**src/rtl/fq_pkg.sv**
```systemverilog
// Shared word type for the fair-queue arbiter and its per-lane ingress FIFOs.
package fq_pkg;
    localparam int FQ_DATA_W = 64;
    typedef logic [FQ_DATA_W-1:0] fq_word_t;
endpackage

```
**src/rtl/fq_fifo_mem.sv**
```systemverilog
// Storage for fq_in_fifo: flop array, synchronous write, asynchronous read.
// Latency: write lands on the clock edge; read is combinational from raddr.
// Backpressure: none; the caller only asserts we for accepted writes.
module fq_fifo_mem
    import fq_pkg::*;
#(
    parameter int DEPTH_LOG2 = 4
) (
    input  logic                  clk,
    input  logic                  we,
    input  logic [DEPTH_LOG2-1:0] waddr,
    input  fq_word_t              wdata,
    input  logic [DEPTH_LOG2-1:0] raddr,
    output fq_word_t              rdata
);
    fq_word_t mem [1 << DEPTH_LOG2];

    // Contents are deliberately not reset; the read side gates stale data.
    always_ff @(posedge clk) begin
        if (we) mem[waddr] <= wdata;
    end

    assign rdata = mem[raddr];
endmodule

```
**src/rtl/fq_in_fifo.sv**
```systemverilog
// Per-flow show-ahead ingress FIFO feeding fq; FQ_IN_FIFO_WATERMARK_EN adds a max_level output.
// Latency: a word written at edge N is at fifo_data in cycle N+1; a pop exposes the next word in N+1.
// Backpressure: writes while full are dropped (sticky overflow); almost_full is an early hint.
module fq_in_fifo
    import fq_pkg::*;
#(
    parameter int DEPTH_LOG2 = 4,
    parameter int AF_MARGIN  = 2
) (
    input  logic                  clk,
    input  logic                  rst,
    input  logic                  wrreq,
    input  logic [63:0]           wrdata,
    output logic                  full,
    output logic                  almost_full,
    output logic                  fifo_empty,
    output logic [63:0]           fifo_data,
    input  logic                  fifo_rdreq,
    output logic [DEPTH_LOG2:0]   level,
    output logic                  overflow,
    output logic                  underflow,
    input  logic                  err_clr
`ifdef FQ_IN_FIFO_WATERMARK_EN
    ,
    output logic [DEPTH_LOG2:0]   max_level
`endif
);
    localparam int                 DEPTH   = 1 << DEPTH_LOG2;
    localparam logic [DEPTH_LOG2:0] DEPTH_L = (DEPTH_LOG2+1)'(DEPTH);
    localparam logic [DEPTH_LOG2:0] AF_THR  = (DEPTH_LOG2+1)'(DEPTH - AF_MARGIN);
    localparam logic [DEPTH_LOG2:0] LVL_ONE = (DEPTH_LOG2+1)'(1);
    localparam logic [DEPTH_LOG2-1:0] PTR_ONE = DEPTH_LOG2'(1);

    logic [DEPTH_LOG2-1:0] rd_ptr;
    logic [DEPTH_LOG2-1:0] wr_ptr;
    logic [DEPTH_LOG2:0]   level_q;
    logic [DEPTH_LOG2:0]   level_next;
    logic                  wr_acc;
    logic                  rd_acc;
    fq_word_t              mem_rdata;

    // Flags come only from the registered level, so no request-to-output path exists.
    assign full        = (level_q == DEPTH_L);
    assign fifo_empty  = (level_q == '0);
    assign almost_full = (level_q >= AF_THR);
    assign level       = level_q;
    assign fifo_data   = fifo_empty ? '0 : mem_rdata;

    assign wr_acc = wrreq & ~full;
    assign rd_acc = fifo_rdreq & ~fifo_empty;

    always_comb begin
        level_next = level_q;
        case ({wr_acc, rd_acc})
            2'b10:   level_next = level_q + LVL_ONE;
            2'b01:   level_next = level_q - LVL_ONE;
            default: level_next = level_q;
        endcase
    end

    always_ff @(posedge clk or negedge rst) begin
        if (!rst) begin
            rd_ptr    <= '0;
            wr_ptr    <= '0;
            level_q   <= '0;
            overflow  <= 1'b0;
            underflow <= 1'b0;
        end else begin
            if (wr_acc) wr_ptr <= wr_ptr + PTR_ONE;
            if (rd_acc) rd_ptr <= rd_ptr + PTR_ONE;
            level_q <= level_next;
            // A fresh error event wins over a coincident clear.
            if (wrreq && full)            overflow  <= 1'b1;
            else if (err_clr)             overflow  <= 1'b0;
            if (fifo_rdreq && fifo_empty) underflow <= 1'b1;
            else if (err_clr)             underflow <= 1'b0;
        end
    end

`ifdef FQ_IN_FIFO_WATERMARK_EN
    always_ff @(posedge clk or negedge rst) begin
        if (!rst)                        max_level <= '0;
        else if (err_clr)                max_level <= '0;
        else if (level_next > max_level) max_level <= level_next;
    end
`endif

    fq_fifo_mem #(
        .DEPTH_LOG2 (DEPTH_LOG2)
    ) u_mem (
        .clk   (clk),
        .we    (wr_acc),
        .waddr (wr_ptr),
        .wdata (wrdata),
        .raddr (rd_ptr),
        .rdata (mem_rdata)
    );
endmodule

```
**config.mk**
```make
export PLATFORM = sky130hd
export DESIGN_NAME = fq_in_fifo
export DESIGN_NICKNAME = d
export VERILOG_FILES = /design/src/rtl/fq_pkg.sv /design/src/rtl/fq_fifo_mem.sv /design/src/rtl/fq_in_fifo.sv
export SDC_FILE = /design/constraint.sdc
export NUM_CORES = 1
export LEC_CHECK = 0
export ABC_AREA = 1
export CORE_AREA = 2 2 388 390
export DETAILED_ROUTE_END_ITERATION = 12
export DIE_AREA = 0 0 390 392
export GPL_TIMING_DRIVEN = 1
export HOLD_SLACK_MARGIN = 0.03
export PLACE_DENSITY = 0.46
export RECOVER_POWER = 100
export SYNTH_ARGS = -nofsm -noshare
export SYNTH_HDL_FRONTEND = slang
export SYNTH_SLANG_ARGS = --single-unit
```
**constraint.sdc**
```tcl
create_clock -name clk -period 13.6 [get_ports clk]
set_input_delay 2.72 -clock clk [delete_from_list [all_inputs] [get_ports clk]]
set_output_delay 2.72 -clock clk [all_outputs]
set_load 0.05 [all_outputs]
```
==> reports/qor.yml <==
outcome: "complete, but fails checks"
violations: "capacitance limit, slew limit"
p_sw_share_pct: 41.3
synth-seq-cells: 1039
cts_buffers: 114
seq_area_frac_synth_pct: 70.4
holdWs_ps: 528
ys_types: 23
preCtsSetupSlack_ps: 6000
reg2reg_to: "u_mem.mem[3][35]"
max_freq_ghz: 0.0966
fin_crit_sh_pct: 76.1
relSlewSlack_pct: -211
rr_worst_depth: 6
grt_pass1_vias: 27795
reg2reg_slack_ps: 6500
dp_hpwl_um: 57900
routabilityCongestion: 0.696
fillers: 14875
ys.flop_type: "edfxtp_1"
viasPerCell: 4.55
synth_top_family_by_area: "simple AND/OR/NAND/NOR gates"
synthAdderAreaFrac_pct: 0.255
synth_cells: 4126
postCtsSetupBuffers: 0
finalWorstSetupSlack_ps: 3250
worstMarginPinSlew_ps: 4660
cp_max_fo: 86
async_flop_share_pct: 1.44
grt_pass1_wl_um: 187000
cpMostUsedCell: "nand2_1"
finClkSkew_ps: 33.3
cap_violations: 35
holdPathStages: 2
hold_start: "underflow"
synthesis.nets: 4204
drt-total-wl_um: 127000
synth_compound_area_share_pct: 0.846
tns_ps: 0
dr_wl_met3_um: 5680
internal-power_mw: 6.72
yosysTopAreaCell: "edfxtp_1"
yosysWarnings: 0
synth_xor_area_share_pct: 0.198
hold_violations: 0
port_buffers: 142
worstHoldEndpoint: "underflow"
ys_top_cells_by_count: "1,565 x nand2_1, 1,024 x edfxtp_1, 653 x nand3_1"
final_cells: 6258
wl_met2_um: 60300
clk_latency_ps: 740
layout-area-overhead-vs-synth_pct: 14.6
seq_power_share_pct: 35.3
antenna_found_initial: 25
fin_nets: 4291
rsz0062_at_grt: "no"
timing.rr.start: "level[1]"
crit_buf_inv: 3
crit_family: "buffers and inverters"
grt_overflow: 0
avgSynthCellArea_um2: 10.7
finalSetupViolCount: 0
synth_edf_count: 1024
synth_top_area_share_pct: 69.5
dr_total_vias: 28458
core_mm2: 0.149
boundaryPins: 143
arrival_ps: 7630
synthSimpleGateAreaFrac_pct: 20.9
die_h_um: 392
drt-initial-drc-count: 2156
yosys-top-cells-area: "edfxtp_1 70%, nand2_1 13%, nand3_1 7.4%"
ctsResizeCount: 0
met1_length_um: 58400
dr.pass1.iters: 5
cp_slowest_stage_delay_ps: 3210
worst_ep_required_time_ps: 10880
peakVddDrop_v: 0.000281
die_w_um: 390
combinationalPowerShare_pct: 38.9
multi_input_area_mm2: 0.00985
drive_gt1_share_pct: 4.04
switching_power_mw: 4.73
power_density_mw_per_mm2: 226
dp.cells: 6041
layout_min_cycle_time_ps: 10350
min_path_type: "reg2reg"
end_kind: "primary output"
start_util_pct: 29.7
slowest_stage: "clkbuf_1"
synth.area.mux_share_pct: 0
grt_max_degree: 355
hold_buffers: 0
synth.most_common_cell: "nand2_1"
crit_type: "reg2out"
highest_layer: "met5"
cts.sinks: 1039
h-tree-depth: 3
p_clk_share_pct: 25.8
cts_tree: "yes"
start_kind: "register"
ant_nets: 0
finalMaxSlewViolations: 1284
core.rowCount: 142
p_total_mw: 11.5
drc: 0
p_leak_nw: 20.2
fp.dieArea_mm2: 0.153
synth_area_mm2: 0.0442
path_cells: "buf_4 -> clkbuf_1 -> nand2_1 -> nand2_1 -> nand2_1 -> nand3_1 -> nand3_1 -> a21oi_1 -> dlygate4sd3_1"
track_usage_pct: 16.5
clk_pin_slew_ps: 60
clockRootBuffer: "clkbuf_16"
regArea_mm2: 0.0311
wl_per_cell_um: 20.3
clockBufferDepth: 3
## per-layer routing
| metal | vias to the layer above | GRT usage, % |
|---|---|---|
| met5 | - | 0 |
| met4 | 18 | 4.70 |
| met3 | 171 | 2.34 |
| met2 | 578 | 27.5 |
| met1 | 13959 | 22.4 |
| li1 | 13732 | - |
## cell usage in the layout (no fill, tap or decap), types with 6 or more instances in the layout
cell / synthesis / final
nand2_1: 1565 / 1565
edfxtp_1: 1024 / 1024
nand3_1: 653 / 653
inv_1: 532 / 531
dlygate4sd3_1: 0 / 133
clkbuf_16: 0 / 117
clkbuf_1: 30 / 77
a21oi_1: 65 / 65
clkinv_1: 0 / 26
clkinv_2: 0 / 13
buf_4: 5 / 13
nor3_1: 12 / 11
dfrtp_1: 15 / 11
ha_1: 9 / 9
clkdlybuf4s50_1: 0 / 9
xor2_1: 7 / 7
diode_2: 0 / 6
## power by group through the flow
stage / logic [mW] / clock network (mW) / registers [mW]
finish: 4.46 / 2.95 / 4.04
global placement: 4.60 / 0 / 4.08
detailed placement: 4.59 / 0 / 4.08
CTS: 4.61 / 3.03 / 4.02
floorplan: 3.10 / 0 / 4.03
global route: 4.89 / 3.14 / 4.07
## cells by family (layout without fill, tap and decap cells)
kind of cell / Yosys count / in the layout
simple gates: 2238 / 2238
flops: 1039 / 1039
buf+inv: 757 / 939
compound gates: 73 / 73
xor+xnor: 10 / 10
fa+ha+maj: 9 / 9
other cells: 0 / 6
## sequential cells by signal, indices dropped and copies added, names as in the netlist
register	count
underflow	1
overflow	1
u_mem.mem	1024
level	5
rd_ptr	4
wr_ptr	4
## final cells by class
| cell class | instances | share of cell area, % |
|---|---|---|
| Clock inverter | 51 | 0.790 |
| Sequential cell | 1039 | 61.4 |
| Tap cell | 1944 | 4.80 |
| Antenna cell | 6 | 0.0296 |
| Timing Repair Buffer | 193 | 3.34 |
| Clock buffer | 160 | 6.13 |
| Multi-Input combinational cell | 2330 | 19.4 |
| Inverter | 535 | 4.04 |
## worst register-to-register path, stage by stage (launching register included)
cell      delay [ps]
dfrtp_1          500
nor2_1           110
nand4_1          220
nand3_1          430
nor2_4           180
clkbuf_1        2210
clkbuf_1        2900
## how the worst max path moves through the flow
stage                   start               end  slack (ps)  cells past startpoint
finish              rd_ptr[0]     fifo_data[58]        3250                      9
global placement    rd_ptr[1]     fifo_data[14]        6030                      8
CTS                 rd_ptr[1]     fifo_data[14]        5180                      8
global route        rd_ptr[1]     fifo_data[12]        2720                      8
floorplan               wrreq  u_mem.mem[10][0]        5620                      3
detailed placement  rd_ptr[1]     fifo_data[14]        6000                      8
## per-stage QoR
stage               utilization, %  area [µm²]
floorplan                        -       44200
global placement              31.8       47400
CTS                           34.2       50900
global route                  34.0       50700
detailed placement            31.8       47400
finish                        34.0       50700
Note: power is estimated with default switching activity, not from simulation.
